[config.mk]
export PLATFORM = sky130hd
export DESIGN_NAME = info_printer
export DESIGN_NICKNAME = d
export VERILOG_FILES = /design/src/rtl/info_printer_pkg.sv /design/src/rtl/info_printer_nib2ascii.sv /design/src/rtl/info_printer.sv
export SDC_FILE = /design/constraint.sdc
export NUM_CORES = 1
export LEC_CHECK = 0
export CAP_MARGIN = 15
export CORE_MARGIN = 1.5
export CORE_UTILIZATION = 39
export DETAILED_ROUTE_END_ITERATION = 16
export PLACE_DENSITY = 0.77
export SKIP_LAST_GASP = 1
export SYNTH_ARGS = -nofsm -noshare
export SYNTH_HDL_FRONTEND = slang
export SYNTH_SLANG_ARGS = --single-unit
[constraint.sdc]
create_clock -name clk -period 1.4 [get_ports clk]
set_clock_uncertainty 0.1 [all_clocks]
set_input_delay 0.21 -clock clk [delete_from_list [all_inputs] [get_ports clk]]
set_output_delay 0.21 -clock clk [all_outputs]
set_load 0.01 [all_outputs]
[src/rtl/info_printer_pkg.sv]
// Shared types and constants for the info_printer string/value print engine.
package info_printer_pkg;

   typedef enum logic [2:0] {
      IDLE,
      FETCH,
      WAIT_STR,
      HEX,
      WAIT_HEX,
      LF,
      WAIT_LF,
      DONE
   } state_t;

   localparam logic [7:0] ASCII_NUL      = 8'h00;
   localparam logic [7:0] ASCII_LF       = 8'h0A;
   localparam logic [7:0] ASCII_ZERO     = 8'h30;
   // 'A' minus ten, so digit values 10..15 land on 'A'..'F'
   localparam logic [7:0] ASCII_HEX_BASE = 8'h37;
   localparam int         NIBBLE_COUNT   = 8;

endpackage

[src/rtl/info_printer_nib2ascii.sv]
// nib2ascii: combinational 4-bit value to upper-case ASCII hex digit.
module nib2ascii
   import info_printer_pkg::*;
(
   input  logic [3:0] nib,
   output logic [7:0] ascii
);

   always_comb begin
      // NOTE: assign a default before any conditional update so no path leaves ascii unassigned (avoids a latch).
      ascii = ASCII_ZERO + {4'h0, nib};
      if (nib > 4'd9) begin
         ascii = ASCII_HEX_BASE + {4'h0, nib};
      end
   end

endmodule

[src/rtl/info_printer.sv]
// info_printer: streams a NUL-terminated ROM string to a UART, optionally the value as 8 hex digits, then LF.
// Build option: define INFO_HEX_APPEND_EN to append the hex digits of value.
module info_printer
   import info_printer_pkg::*;
#(
   parameter int DATA_WIDTH = 8,
   parameter int ADDR_WIDTH = 10,
   parameter int MAX_LEN    = 64
) (
   input  logic                  clk,
   input  logic                  rst,
   input  logic                  start,
   input  logic [ADDR_WIDTH-1:0] base_addr,
   input  logic [31:0]           value,
   output logic [ADDR_WIDTH-1:0] rom_addr,
   input  logic [DATA_WIDTH-1:0] rom_dout,
   output logic [7:0]            tx_data,
   output logic                  tx_valid,
   input  logic                  tx_ready,
   output logic                  busy,
   output logic                  done
);

   localparam int CNT_W = $clog2(MAX_LEN + 1);

   state_t                state;
   logic [ADDR_WIDTH-1:0] ptr;
   logic [CNT_W-1:0]      count;
   logic [7:0]            rom_char;
   logic                  str_end;
   logic                  unused_rom;

   assign rom_addr   = ptr;
   assign rom_char   = rom_dout[7:0];
   assign unused_rom = ^rom_dout;
   assign str_end    = (rom_char == ASCII_NUL) || (count == CNT_W'(MAX_LEN));

`ifdef INFO_HEX_APPEND_EN
   logic [31:0] val_q;
   logic [2:0]  nib_idx;
   logic [7:0]  hex_char;

   // val_q shifts left after each digit, so the next digit is always the top nibble
   nib2ascii u_nib2ascii (
      .nib   (val_q[31:28]),
      .ascii (hex_char)
   );

   localparam state_t STR_NEXT = HEX;
`else
   logic unused_value;

   assign unused_value = ^value;

   localparam state_t STR_NEXT = LF;
`endif

   always_ff @(posedge clk or posedge rst) begin
      if (rst) begin
         state    <= IDLE;
         ptr      <= '0;
         count    <= '0;
         tx_data  <= ASCII_NUL;
         tx_valid <= 1'b0;
         busy     <= 1'b0;
         done     <= 1'b0;
`ifdef INFO_HEX_APPEND_EN
         val_q    <= '0;
         nib_idx  <= '0;
`endif
      end else begin
         // NOTE: sequential state uses non-blocking assignments so every register samples pre-edge values.
         done <= 1'b0;
         case (state)
            IDLE: begin
               if (start) begin
                  ptr   <= base_addr;
                  count <= '0;
                  busy  <= 1'b1;
                  state <= FETCH;
`ifdef INFO_HEX_APPEND_EN
                  val_q   <= value;
                  nib_idx <= '0;
`endif
               end
            end
            FETCH: begin
               if (str_end) begin
                  state <= STR_NEXT;
               end else begin
                  tx_data  <= rom_char;
                  tx_valid <= 1'b1;
                  state    <= WAIT_STR;
               end
            end
            WAIT_STR: begin
               if (tx_ready) begin
                  tx_valid <= 1'b0;
                  ptr      <= ptr + 1'b1;
                  count    <= count + 1'b1;
                  state    <= FETCH;
               end
            end
`ifdef INFO_HEX_APPEND_EN
            HEX: begin
               tx_data  <= hex_char;
               tx_valid <= 1'b1;
               state    <= WAIT_HEX;
            end
            WAIT_HEX: begin
               if (tx_ready) begin
                  tx_valid <= 1'b0;
                  val_q    <= {val_q[27:0], 4'h0};
                  if (nib_idx == 3'(NIBBLE_COUNT - 1)) begin
                     state <= LF;
                  end else begin
                     nib_idx <= nib_idx + 1'b1;
                     state   <= HEX;
                  end
               end
            end
`endif
            LF: begin
               tx_data  <= ASCII_LF;
               tx_valid <= 1'b1;
               state    <= WAIT_LF;
            end
            WAIT_LF: begin
               if (tx_ready) begin
                  tx_valid <= 1'b0;
                  done     <= 1'b1;
                  state    <= DONE;
               end
            end
            DONE: begin
               busy  <= 1'b0;
               state <= IDLE;
            end
            default: begin
               tx_valid <= 1'b0;
               busy     <= 1'b0;
               state    <= IDLE;
            end
         endcase
      end
   end

endmodule

==> impl_metrics.yaml, run 1 <==
worst_setup_path:
  worst_setup_path_start_kind: "register"
  worst_ep_arrival_time_ps: 1620
  crit-reg2reg-launch: "count[1]"
  critPathSlowestCell: "dfrtp_1"
  critPathKind: "reg2reg"
  required_ps: 1440
  critPathLaunch: "count[1]"
  crit_path_end_kind: "register"
  crit_path_max_fanout: 3
  max_stage_delay_ps: 370
  r2r_slack_ps: -180
  r2r-end: "state[2]"
  crit_chain: "inv_2 -> ha_4 -> and3_4 -> buf_4 -> nor3_1 -> o22ai_1"
  worst_r2r_path_depth: 6
global_route:
  grt_overflow: 0
  grtUsageTotal: 0.219
  grt_max_degree: 32
  antenna_found_initial: 0
  grt_pass1_wl_mm: 8.70
  grt_pass1_vias: 1843
logic_synthesis:
  synthFlopType: "dfrtp_1"
  syn_area_mm2: 0.00180
  synth-xor-area-share: 0.00974
  ys_seq_elements: 31
  yosysSeqAreaShare: 0.431
  synth_mux_area_frac: 0.0167
  synth_compound_area_frac: 0.210
  yosysTopAreaCell: "dfrtp_1"
  ys_types: 49
  async_reset_ff_frac: 1.00
  syn-num-nets: 256
  netlist.area_leader.share: 0.431
  yosys_warnings: 0
  synth-edff-count: 0
  synth.area.top_cells: "dfrtp_1 43%, o21ai_0 4.5%, nand2_1 4.2%"
  synthAdderAreaFrac: 0.0209
  synth_simple_gate_area_frac: 0.253
  synth_top_family_by_area: "simple AND/OR/NAND/NOR gates"
  syn-mean-instance-area_um2: 9.04
  syn_inst: 199
detailed_routing:
  drt_iter0_drc: 137
  routedWlPerCell_um: 18.7
  vias: 2008
  dr.pass1.iters: 4
  viasPerCell: 5.79
  finalWirelength_mm: 6.49
  ant_nets: 0
  route.detailed.drc: 0
floorplan:
  ios: 75
  core_area_mm2: 0.00438
  start_util: 0.410
  die-width_um: 70.9
  die-area_mm2: 0.00503
  die_h_um: 70.9
  rows: 24
final_layout:
  finish.net_count: 352
  diodes: 0
  layout-drive-gt1-share: 0.444
  post-route-util: 0.719
  fin_area_mm2: 0.00315
  syn_to_final_growth_pct: 75.2
placed_design:
  gp_congestion: 0.846
  dp_hpwl_mm: 3.35
  pre_cts_slack_ps: -419
  port-buffer-count: 42
  dpl_cell_area_mm2: 0.00261
cts:
  clkSinkCount: 31
  root_buffer: "clkbuf_8"
  clk_latency_ps: 290
  cts_tree: "yes"
  htreeDepth: 2
  cts_buffers: 5
  holdBufCountCts: 0
  clock_path_buffers: 2
  cts.clk_slew.worst_paths_ps: 70
sta:
  post-route-min-period_ps: 1580
  max-slew-margin-rel: 0.782
  setup_ws_ps: -179
  period_share: 1.13
  grt_setup_unrepaired: "yes"
  worstMarginPinSlew_ps: 324
  fmaxAchievable_mhz: 633
  hold_violations: 0
  setup_viol: 29
  drv_slew: 0
status:
  status: "complete, but fails checks"
  violations: "setup timing"
power_and_ir_drop:
  p_per_area_mw_per_mm2: 1960
  total_power_mw: 6.19
  ir_worst_vdd_uv: 900
  p_leak_nw: 1.32
run:
  cap_violations: 0
min_path:
  hold_path.class: "in2async"
-- report_power, final --
| group | internal (mW) | switching, mW | total, mW |
|---|---|---|---|
| Sequential | 1.26 | 0.377 | 1.64 |
| Combinational | 2.00 | 1.89 | 3.89 |
| Clock | 0.342 | 0.316 | 0.657 |
-- per-stage QoR --
step	instances	TNS (ps)	hold WS [ps]
after floorplan	199	-518	213
after global placement	320	-7810	401
after detailed placement	320	-8480	404
after CTS	340	-1280	196
after global routing	347	-3910	212
final	347	-2300	183
-- synthesized netlist by cell type, types with 2 or more instances --
library cell,count
a21oi_1,14
a22oi_1,2
a2bb2oi_1,2
and2_1,2
buf_2,6
clkbuf_1,4
dfrtp_1,31
ha_1,3
inv_1,11
mux2i_1,3
nand2_1,20
nand2b_1,6
nand3_1,15
nand4_1,3
nand4b_1,2
nor2_1,8
nor3b_1,4
nor4_1,5
o21ai_0,16
o22ai_1,5
o311a_1,2
o311ai_1,4
o31ai_1,4
xnor2_1,2
-- how the worst max path moves through the flow --
| stage | endpoint | slack, ps |
|---|---|---|
| 6_report | state[2] | -180 |
| 3_5_place_dp | tx_valid | -420 |
| 3_3_place_gp | tx_data[1] | -380 |
| 4_1_cts | tx_data[2] | -150 |
| 2_1_floorplan | tx_data[2] | -110 |
| 5_1_grt | tx_data[0] | -230 |
-- cell usage in the layout, fill, tap and decap left out, types with 4 or more instances in the layout --
cell type / count
dfrtp_1: 25
nand3_1: 9
nand3_2: 6
buf_4: 46
clkdlybuf4s50_1: 21
inv_1: 9
nor2_1: 6
dlygate4sd2_1: 18
nand2b_1: 4
o21ai_2: 4
o21ai_0: 6
a21oi_1: 4
dfrtp_2: 6
clkbuf_8: 5
buf_6: 9
o21ai_1: 7
a21oi_2: 10
nand2_1: 19
-- final cells by class --
type                    count  area, um2
clock buffers               7       76.3
flip-flops and latches     31        783
repair buffers            101        901
well taps                  52       65.1
multi-input cells         145       1290
inverters                  11       41.3
fillers                   290       1230
-- cells by family (layout without fill, tap and decap cells) --
logic type,Yosys count,after routing
compound gates,57,57
xor+xnor,2,2
fa+ha+maj,3,3
buf+inv,23,119
flops,31,31
mux,3,3
simple gates,80,80
-- repair_timing --
| action | CTS | global route |
|---|---|---|
| gates resized for setup | 51 | 55 |
| setup endpoints to repair | 49 | 32 |
| cloned | 0 | 1 |
| pin swaps | 23 | 15 |
| buffers inserted | 13 | 6 |
-- flip-flops by register name, indices dropped and copies added, names as in the netlist --
name and flops:
done 1, tx_valid 1, state 3, busy 1
rom_addr 10, tx_data 8, count 7
-- critical path: cells and delay by family (launching register included) --
family | cells | cell delay (ps)
and+or+nand+nor | 2 | 460
buffers and inverters | 2 | 200
AOI/OAI and AO/OA | 1 | 160
adders and majority gates | 1 | 150
DFF | 1 | 370
-- metal layers --
metal  share of wire  up-vias  GRT usage
met5               0        -          0
met4           0.047        0     0.0901
met3           0.048       25     0.0399
met2            0.50       78      0.363
met1            0.41      981      0.282
li1                -      924          -
Power figures use the tool's default switching activity.
==> run 2: changes to the inputs <==
--- a/config.mk
+++ b/config.mk
@@ -11,3 +11,3 @@
 export DETAILED_ROUTE_END_ITERATION = 16
-export PLACE_DENSITY = 0.77
+export PLACE_DENSITY_LB_ADDON = 0.2
 export SKIP_LAST_GASP = 1
==> constraint.sdc (replaced) <==
create_clock -name clk -period 1.4 [get_ports clk]
set_clock_uncertainty 0.1 [all_clocks]
set_input_delay 0.28 -clock clk [delete_from_list [all_inputs] [get_ports clk]]
set_output_delay 0.28 -clock clk [all_outputs]
set_load 0.05 [all_outputs]
==> run 2 against run 1 <==
Effect of this change:
- the flow still finishes with violations (setup timing)
- non-clock buffer count is 4 higher
- wire length is 2.3% lower
- critical path depth is 1 lower
- global-route usage is 1.4 points higher
- highest routed layer unchanged
==> impl_metrics.yaml, run 2 (same netlist as run 1, synthesis figures left out) <==
status:
  status: "complete, but fails checks"
  violations: "setup timing"
power_and_ir_drop:
  total_power_mw: 8.11
  p_leak_nw: 1.47
  ir_worst_vdd_uv: 1130
  p_per_area_mw_per_mm2: 2370
sta:
  setup_ws_ps: -143
  worstMarginPinSlew_ps: 285
  hold_violations: 0
  period_share: 1.10
  fmaxAchievable_mhz: 648
  grt_setup_unrepaired: "yes"
  max-slew-margin-rel: 0.806
  drv_slew: 0
  post-route-min-period_ps: 1540
  setup_viol: 29
  setup_tns_ps: -2210
global_route:
  grt.busiest_layer: "met2"
  use_met1: 0.298
  gr-usage-met3: 0.0456
  grt_pass1_wl_mm: 9.14
  grt_pass1_vias: 1959
  grt_max_degree: 32
  grtUsageTotal: 0.233
  grt_overflow: 0
  antenna_found_initial: 0
  use_met2: 0.383
detailed_routing:
  finalWirelength_mm: 6.35
  vias: 2030
  drt_iter0_drc: 163
  route.detailed.drc: 0
  routedWlPerCell_um: 18.0
  dr.pass1.iters: 4
  ant_nets: 0
  viasPerCell: 5.75
run:
  cap_violations: 0
worst_setup_path:
  crit_path_max_fanout: 5
  worst_setup_path_start_kind: "register"
  required_ps: 1470
  crit_path_end_kind: "register"
  r2r_slack_ps: -140
  critPathKind: "reg2reg"
  worst_ep_arrival_time_ps: 1610
floorplan:
  ios: 75
  start_util: 0.410
  die_h_um: 70.9
  die-width_um: 70.9
  core_area_mm2: 0.00438
  rows: 24
  die-area_mm2: 0.00503
cts:
  htreeDepth: 2
  holdBufCountCts: 0
  clkSinkCount: 31
  cts_tree: "yes"
  clk_latency_ps: 290
  cts_buffers: 5
  clock_path_buffers: 2
  cts.clk_slew.worst_paths_ps: 70
  root_buffer: "clkbuf_8"
final_layout:
  final_cell_mix: "41 x buf_4, 22 x dfrtp_1, 22 x buf_12"
  final_common_cell: "buf_4"
  ff_latch_area_um2: 787
  finish.net_count: 357
  multi_input_area_mm2: 0.00124
  nFillCells: 257
  largest_reg_flops: 10
  syn_to_final_growth_pct: 90.1
  layout-drive-gt1-share: 0.528
  diodes: 0
placed_design:
  dp_hpwl_mm: 3.63
  pre_cts_slack_ps: -505
  port-buffer-count: 42
  gp_congestion: 0.823
min_path:
  hold_path.class: "in2async"
[run 2: cell types whose count changed in the layout (fill, tap and decap cells not counted), sizes merged]
cell / change
dlygate4sd2: -13
dlymetal6s2s: +1
clkbuf: -2
buf: +26
clkdlybuf4s50: -7
nand2b: +1
[run 2: metal layers]
layer	part of all wire	vias up	wire, um
li1	-	946	-
met1	0.43	1006	2710
met2	0.51	57	3230
met3	0.032	21	204
met4	0.032	0	200
met5	0	-	0
[run 2: worst paths after layout]
kind	startpoint	endpoint	depth (start not counted)
worst max-delay path	state[1]	count[6]	5
worst min-delay path	rst	busy	3
min in group clk	rom_dout[0]	tx_data[0]	4
worst min register to register	count[1]	count[1]	2
worst max register to register	state[1]	count[6]	5
max in group asynchronous	rst	rom_addr[4]	3
[run 2: final cells by class]
class,instances,share of cell area
Inverter,11,0.0121
Tap cell,52,0.0190
Multi-Input combinational cell,146,0.362
Timing Repair Buffer,105,0.347
Sequential cell,31,0.230
Clock buffer,8,0.0293
[run 2: what timing repair did]
item                       4_1_cts  5_1_grt
setup endpoints to repair       31       36
buffers inserted                 7        9
pin swaps                       17       24
resized for setup               34       56
gates cloned                     2        0
[run 2: critical path, stage by stage (launching register included)]
cell and delay (ps):
dfrtp_2 470, mux2i_4 240, buf_6 150, nor4_4 250, xnor2_1 140, nor2_1 60
[run 2: metrics by stage]
step | cell area (um2) | cells | utilization | hold WS (ps)
floorplan | 1910 | 199 | - | 283
global placement | 2890 | 327 | 0.660 | 458
detailed placement | 2890 | 327 | 0.660 | 464
CTS | 3150 | 344 | 0.719 | 232
global route | 3420 | 353 | 0.780 | 275
finish | 3420 | 353 | 0.780 | 221
[run 2: power breakdown]
part,leakage [nW],switching [mW],internal [mW]
logic,1.05,2.75,2.79
clock network,0.0515,0.347,0.448
registers,0.372,0.501,1.27
==> run 3: changes to the inputs <==
Settings changed: CAP_MARGIN 15 to unset.
==> results of run 3 <==
Same layout as run 2: the final DEF is identical, and so are final timing and power.
